**config.mk**
```make
export PLATFORM = sky130hd
export DESIGN_NAME = qpsk_mod
export DESIGN_NICKNAME = d
export VERILOG_FILES = /design/src/rtl/qpsk_mod.sv
export SDC_FILE = /design/constraint.sdc
export NUM_CORES = 1
export LEC_CHECK = 0
export ABC_AREA = 1
export BUFFER_PORTS_ARGS = -buffer_cell sky130_fd_sc_hd__buf_2
export CORE_ASPECT_RATIO = 0.75
export CORE_UTILIZATION = 40
export CTS_CLUSTER_DIAMETER = 120
export DETAILED_ROUTE_END_ITERATION = 7
export SLEW_MARGIN = 20
export SYNTH_ARGS = -nofsm -noshare
export SYNTH_HDL_FRONTEND = slang
export SYNTH_SLANG_ARGS = --single-unit
export TNS_END_PERCENT = 50
```
**constraint.sdc**
```tcl
create_clock -name clk_20 -period 6.4 [get_ports clk_20]
set_input_delay 0.32 -clock clk_20 [delete_from_list [all_inputs] [get_ports clk_20]]
set_output_delay 0.32 -clock clk_20 [all_outputs]
set_load 0.02 [all_outputs]
```
**src/rtl/qpsk_mod.sv**
```systemverilog
// Coherent QPSK modulator: pairs serial bits into dibits and emits one carrier period of I*cos + Q*sin per symbol.
// Optional differential (quadrant-accumulating) mapping is selected by defining QPSK_DIFF_EN.
module qpsk_mod #(
    parameter int unsigned SPS = 20,
    parameter int unsigned AMP = 63
) (
    input  logic              clk_20,
    input  logic              rst,
    input  logic              bit_in,
    input  logic              bit_valid,
    output logic              bit_ready,
    output logic signed [7:0] qpsk_out,
    output logic signed [7:0] sin_ref,
    output logic signed [7:0] cos_ref,
    output logic              out_valid,
    output logic              sym_start,
    output logic              underrun
);

    localparam int unsigned KW   = $clog2(SPS);
    localparam int unsigned SW   = 8;
    localparam int unsigned FRAC = 28;

    // Angles in Q28 radians.
    localparam longint TWO_PI_Q  = 64'sd1686629713;
    localparam longint PI_Q      = 64'sd843314857;
    localparam longint HALF_PI_Q = 64'sd421657428;
    localparam longint HALF_LSB  = 64'sd134217728;

    typedef enum logic {
        S_IDLE = 1'b0,
        S_RUN  = 1'b1
    } state_t;

    // Elaboration-time round(AMP*sin) / round(AMP*cos) using an integer Taylor series.
    function automatic logic signed [SW-1:0] rom_val(input int unsigned k, input logic is_cos);
        longint x;
        longint x2;
        longint term;
        longint acc;
        longint r;
        x = (TWO_PI_Q * longint'(k)) / longint'(SPS);
        if (is_cos) x = x + HALF_PI_Q;
        if (x > PI_Q) x = x - TWO_PI_Q;
        if (x > HALF_PI_Q) x = PI_Q - x;
        else if (x < -HALF_PI_Q) x = -PI_Q - x;
        x2   = (x * x) >>> FRAC;
        term = x;
        acc  = x;
        for (int n = 1; n <= 6; n++) begin
            term = -(((term * x2) >>> FRAC) / longint'((2 * n) * (2 * n + 1)));
            acc  = acc + term;
        end
        r = acc * longint'(AMP);
        if (r >= 0) r = (r + HALF_LSB) >>> FRAC;
        else        r = -((-r + HALF_LSB) >>> FRAC);
        return SW'(r);
    endfunction

    logic signed [SW-1:0] w_sin_t [SPS];
    logic signed [SW-1:0] w_cos_t [SPS];

    for (genvar g = 0; g < SPS; g++) begin : g_rom
        localparam logic signed [SW-1:0] SIN_V = rom_val(g, 1'b0);
        localparam logic signed [SW-1:0] COS_V = rom_val(g, 1'b1);
        assign w_sin_t[g] = SIN_V;
        assign w_cos_t[g] = COS_V;
    end

    state_t               r_state;
    logic [KW-1:0]        r_k;
    logic                 r_half;
    logic                 r_have_half;
    logic                 r_pend_b0;
    logic                 r_pend_b1;
    logic                 r_pend_valid;
    logic                 r_cur_i;
    logic                 r_cur_q;
    logic signed [SW-1:0] r_qpsk;
    logic signed [SW-1:0] r_sin;
    logic signed [SW-1:0] r_cos;
    logic                 r_out_valid;
    logic                 r_sym_start;
    logic                 r_underrun;

    logic                 w_accept;
    logic                 w_last;
    logic                 w_load;
    logic                 w_emit;
    logic                 w_under;
    logic                 w_emit_i;
    logic                 w_emit_q;
    logic [KW-1:0]        w_emit_k;
    logic                 w_load_i;
    logic                 w_load_q;
    logic signed [SW-1:0] w_sin_s;
    logic signed [SW-1:0] w_cos_s;
    logic signed [SW:0]   w_cos_term;
    logic signed [SW:0]   w_sin_term;

    assign bit_ready = !r_pend_valid;
    assign w_accept  = bit_valid && !r_pend_valid;
    assign w_last    = (r_k == KW'(SPS - 1));

`ifdef QPSK_DIFF_EN
    logic [1:0] r_quad;
    logic [1:0] w_step;
    logic [1:0] w_quad_next;

    // Dibit {first, second} advances the transmitted quadrant.
    always_comb begin
        w_step = 2'd0;
        unique case ({r_pend_b0, r_pend_b1})
            2'b00: w_step = 2'd0;
            2'b01: w_step = 2'd1;
            2'b11: w_step = 2'd2;
            2'b10: w_step = 2'd3;
        endcase
        w_quad_next = r_quad + w_step;
        w_load_i    = (w_quad_next == 2'd0) || (w_quad_next == 2'd3);
        w_load_q    = (w_quad_next == 2'd0) || (w_quad_next == 2'd1);
    end
`else
    assign w_load_i = r_pend_b1;
    assign w_load_q = r_pend_b0;
`endif

    // Choose the sample to register next: a fresh symbol, the next index, or nothing.
    always_comb begin
        w_load   = 1'b0;
        w_emit   = 1'b0;
        w_under  = 1'b0;
        w_emit_k = '0;
        w_emit_i = r_cur_i;
        w_emit_q = r_cur_q;
        if (r_state == S_IDLE || w_last) begin
            if (r_pend_valid) begin
                w_load   = 1'b1;
                w_emit   = 1'b1;
                w_emit_i = w_load_i;
                w_emit_q = w_load_q;
            end else if (r_state == S_RUN) begin
                w_under = 1'b1;
            end
        end else begin
            w_emit   = 1'b1;
            w_emit_k = r_k + KW'(1);
        end
    end

    assign w_sin_s    = w_sin_t[w_emit_k];
    assign w_cos_s    = w_cos_t[w_emit_k];
    assign w_cos_term = w_emit_i ? (SW+1)'(w_cos_s) : -((SW+1)'(w_cos_s));
    assign w_sin_term = w_emit_q ? (SW+1)'(w_sin_s) : -((SW+1)'(w_sin_s));

    always_ff @(posedge clk_20) begin
        if (rst) begin
            r_state      <= S_IDLE;
            r_k          <= '0;
            r_half       <= 1'b0;
            r_have_half  <= 1'b0;
            r_pend_b0    <= 1'b0;
            r_pend_b1    <= 1'b0;
            r_pend_valid <= 1'b0;
            r_cur_i      <= 1'b0;
            r_cur_q      <= 1'b0;
            r_qpsk       <= '0;
            r_sin        <= '0;
            r_cos        <= '0;
            r_out_valid  <= 1'b0;
            r_sym_start  <= 1'b0;
            r_underrun   <= 1'b0;
`ifdef QPSK_DIFF_EN
            r_quad       <= 2'd0;
`endif
        end else begin
            // Accepts never coincide with a load: ready is low while pending is full.
            if (w_accept) begin
                if (r_have_half) begin
                    r_pend_b0    <= r_half;
                    r_pend_b1    <= bit_in;
                    r_pend_valid <= 1'b1;
                    r_have_half  <= 1'b0;
                end else begin
                    r_half      <= bit_in;
                    r_have_half <= 1'b1;
                end
            end
            if (w_load) begin
                r_pend_valid <= 1'b0;
                r_cur_i      <= w_load_i;
                r_cur_q      <= w_load_q;
`ifdef QPSK_DIFF_EN
                r_quad       <= w_quad_next;
`endif
            end

            unique case (r_state)
                S_IDLE: begin
                    r_k <= '0;
                    if (w_load) r_state <= S_RUN;
                end
                S_RUN: begin
                    r_k <= w_emit_k;
                    if (w_under) r_state <= S_IDLE;
                end
                default: begin
                    r_state <= S_IDLE;
                    r_k     <= '0;
                end
            endcase

            r_out_valid <= w_emit;
            r_sym_start <= w_emit && (w_emit_k == '0);
            r_underrun  <= w_under;
            r_qpsk      <= w_emit ? SW'(w_cos_term + w_sin_term) : '0;
            r_sin       <= w_emit ? w_sin_s : '0;
            r_cos       <= w_emit ? w_cos_s : '0;
        end
    end

    assign qpsk_out  = r_qpsk;
    assign sin_ref   = r_sin;
    assign cos_ref   = r_cos;
    assign out_valid = r_out_valid;
    assign sym_start = r_sym_start;
    assign underrun  = r_underrun;

endmodule

```
==> summary.md <==
## Setup path
• **WP buf/inv** 5
• **category of the worst setup path capture point** flop
• **cell type with the highest occurrence count on the critical path** sky130_fd_sc_hd__nand2_1
• **crit-path max cell delay** 360 ps
• **required time at the endpoint of the critical path** 6590 ps
• **cell with the largest stage delay on the worst path** sky130_fd_sc_hd__dfxtp_1
• **Critical Path Fanout Max** 7
• **worst setup path class** reg2reg
• **data arrival time of the critical path** 4760 ps
• **kind of cell with the highest combined delay on the critical path** simple AND/OR/NAND/NOR gates
• **element type at the critical path start** flop

## Placement
• **RePlAce Congestion** 0.8764
• **Placement Cell Area** 0.002714 mm2
• **post-detail-place hpwl** 4336 um
• **placed cell count** 437
• **Port Buffers** 31

## Yosys
• **count of different cell masters after synthesis** 38
• **sequential element share of the synthesized area** 29.89%
• **top post-synthesis cells by area** sky130_fd_sc_hd__dfxtp_1 (30%), sky130_fd_sc_hd__ha_1 (9.8%), sky130_fd_sc_hd__nand2_1 (9.3%)
• **synthesized netlist cell count** 337
• **cell type with the largest total area after synthesis** sky130_fd_sc_hd__dfxtp_1
• **EDFF count, synth** 0
• **predominant post-synthesis flop cell** sky130_fd_sc_hd__dfxtp_1
• **Syn. warnings** 0
• **register bit total from synthesis** 38
• **post-synthesis cell area** 0.002545 mm2
• **Synth top cells by count** sky130_fd_sc_hd__nand2_1 (63), sky130_fd_sc_hd__inv_1 (47), sky130_fd_sc_hd__dfxtp_1 (38), sky130_fd_sc_hd__nor2_1 (38), sky130_fd_sc_hd__ha_1 (20)
• **most repeated cell in the gate-level netlist after synthesis** sky130_fd_sc_hd__nand2_1
• **Yosys top cell area share** 29.89%
• **Net Count, Synth** 362
• **fraction of registers with async set/reset** 0%
• **Mean Syn Cell Area** 7.552 um2

## Power
• **clock share of power** 32.6%
• **highest ir drop seen on vdd** 0.0001114 V
• **share of total power consumed by net switching** 29.61%
• **Psw** 0.1551 mW
• **PwrDens** 186.7 mW/mm2
• **LEAKAGE** 1.447 nW
• **part of the power in registers** 48.1%
• **internal power summed over all cells** 0.3688 mW
• **combinational share of power** 19.4%

## Floorplan
• **horizontal extent of the die** 94.11 um
• **number of top-level pins** 32
• **Std-Cell Rows** 24
• **die height** 71.08 um
• **Die Footprint** 0.006689 mm2
• **Initial Util** 42.59%
• **CORE AREA** 0.005976 mm2

## GRT
• **antenna violations before repair** 0
• **GRT Total Usage** 18.07%
• **pin count of the biggest net entering global routing** 19
• **first-pass GRT wire length** 9356 um
• **global route total overflow** 0
• **vias in the first global route** 1979

## Layout
• **Reg area** 760.7 um2
• **count of non-filler cells in the finished layout** 445
• **utilization after layout** 46.94%
• **diode insertion count for antenna repair** 0
• **final-stage net count** 391
• **post-route design area** 0.002805 mm2
• **area growth from synthesis to layout** 10.23%
• **number of fill cells in the layout** 585
• **combined area of the multi-input logic cells** 0.001503 mm2
• **share of final-layout standard cells stronger than drive strength 1** 25.07%

## Timing
• **maximum clock skew at final layout** 8.998 ps
• **final-report setup violation count** 0
• **final number of max-transition violations** 0
• **setup repair after global routing missed its margin** no
• **summed negative setup slack over all endpoints** 0 ps
• **Final Hold Violating Endpoints** 0
• **Max-slew headroom** 54.41%
• **min Tclk post-route** 4569 ps
• **maximum achievable frequency** 218.9 MHz
• **post-route fraction of the period consumed by the critical path** 71.39%
• **transition time at the pin with the least slew margin** 676.7 ps
• **worst hold slack** 276.6 ps

## Worst hold path
• **worst min-delay path category** in2reg

## Status
• **status** completed

## Clock tree
• **post-CTS setup buffers** 0
• **Clk Latency, worst-skew pair** 290 ps
• **number of gates resized after cts** 0
• **clock tree from TritonCTS** built
• **CTS max path bufs** 2
• **clock input transition at the sequential cells of the worst setup and hold paths** 80 ps
• **H-tree lvl count** 2
• **Root Driver** sky130_fd_sc_hd__clkbuf_8
• **number of hold buffers added after cts** 0
• **TritonCTS sink count** 38
• **CTS buffer count** 5

## Detailed routing
• **overall via count from detail_route** 2170
• **drt first-iter violations** 203
• **Total Routed Length** 5485 um
• **number of remaining DRC errors** 0
• **wire per inst** 12.33 um
• **number of iterations in the first detailed-routing pass** 4
• **final antenna-violating net count** 0
• **number of vias per cell after detailed routing** 4.876

## Run
• **number of max-capacitance violations reported** 0

## cell families after synthesis
logic type	count (synthesis)	synth area share, %
simple gates	161	33.28
buf+inv	61	11.06
compound gates	47	12.05
flops	38	29.89
fa+ha+maj	21	10.62
xor+xnor	9	3.098
## worst paths after layout
kind	depth (start not counted)	slack (ps)	startpoint	end
setup / recovery	32	1830	r_k[0]$_SDFF_PP0_	qpsk_out[7]$_SDFF_PP0_
hold / removal	2	280	rst	r_k[0]$_SDFF_PP0_
setup reg to reg	32	1830	r_k[0]$_SDFF_PP0_	qpsk_out[7]$_SDFF_PP0_
hold reg to reg	2	450	r_half$_SDFFE_PP0P_	r_half$_SDFFE_PP0P_
## power by group through the flow
stage / Clock, mW / Sequential [mW] / Combinational, mW
floorplan: 0 / 0.265 / 0.0699
global placement: 0 / 0.257 / 0.101
detailed placement: 0 / 0.257 / 0.102
CTS: 0.175 / 0.252 / 0.102
global route: 0.185 / 0.253 / 0.117
finish: 0.171 / 0.252 / 0.101
## flip-flops by register name (all words and copies together), names as in the netlist, named ones only
name,cells
r_pend_b1,1
out_valid,1
cos_ref,7
sin_ref,7
qpsk_out,8
r_k,5
r_pend_valid,1
r_cur_q,1
r_cur_i,1
underrun,1
sym_start,1
r_half,1
r_have_half,1
r_pend_b0,1
## layout by cell type (no fill, tap or decap), types with 4 or more instances in the layout
master	Yosys	layout
sky130_fd_sc_hd__xor2_1	8	8
sky130_fd_sc_hd__nand2_1	63	63
sky130_fd_sc_hd__dfxtp_1	38	38
sky130_fd_sc_hd__nor2_4	5	5
sky130_fd_sc_hd__nor2_2	6	6
sky130_fd_sc_hd__inv_2	4	4
sky130_fd_sc_hd__buf_2	1	31
sky130_fd_sc_hd__ha_1	20	20
sky130_fd_sc_hd__nor2_1	38	38
sky130_fd_sc_hd__nor3_2	4	4
sky130_fd_sc_hd__inv_1	47	47
sky130_fd_sc_hd__nand3_1	12	12
sky130_fd_sc_hd__nand3_2	9	9
sky130_fd_sc_hd__o21ai_0	13	13
sky130_fd_sc_hd__clkbuf_8	0	6
sky130_fd_sc_hd__a21oi_2	4	4
sky130_fd_sc_hd__o21ai_1	5	5
sky130_fd_sc_hd__nand2_2	10	10
sky130_fd_sc_hd__nand4_1	7	7
sky130_fd_sc_hd__a21oi_1	15	15
## per-layer routing
layer	global-route usage [%]	wire length [um]	vias up	share of wire (%)
li1	-	-	1122	-
met1	27.78	2899	974	53
met2	25.39	2115	66	39
met3	3.548	411	8	7.5
met4	4.615	59	0	1.1
met5	0	0	-	0
## cell type report
| type | count | area share, % |
|---|---|---|
| repair buffers | 31 | 5.531 |
| multi-input cells | 238 | 53.57 |
| well taps | 78 | 3.479 |
| inverters | 52 | 7.047 |
| clock buffers | 7 | 3.078 |
| flip-flops and latches | 38 | 27.12 |
| clock inverters | 1 | 0.1784 |
## metrics by stage
stage,power [mW],setup WS (ps)
floorplan,0.3350,2421
CTS,0.5283,1852
detailed placement,0.3591,1864
global placement,0.3576,2098
finish,0.5239,1831
global route,0.5542,1336
Power figures use the tool's default switching activity.
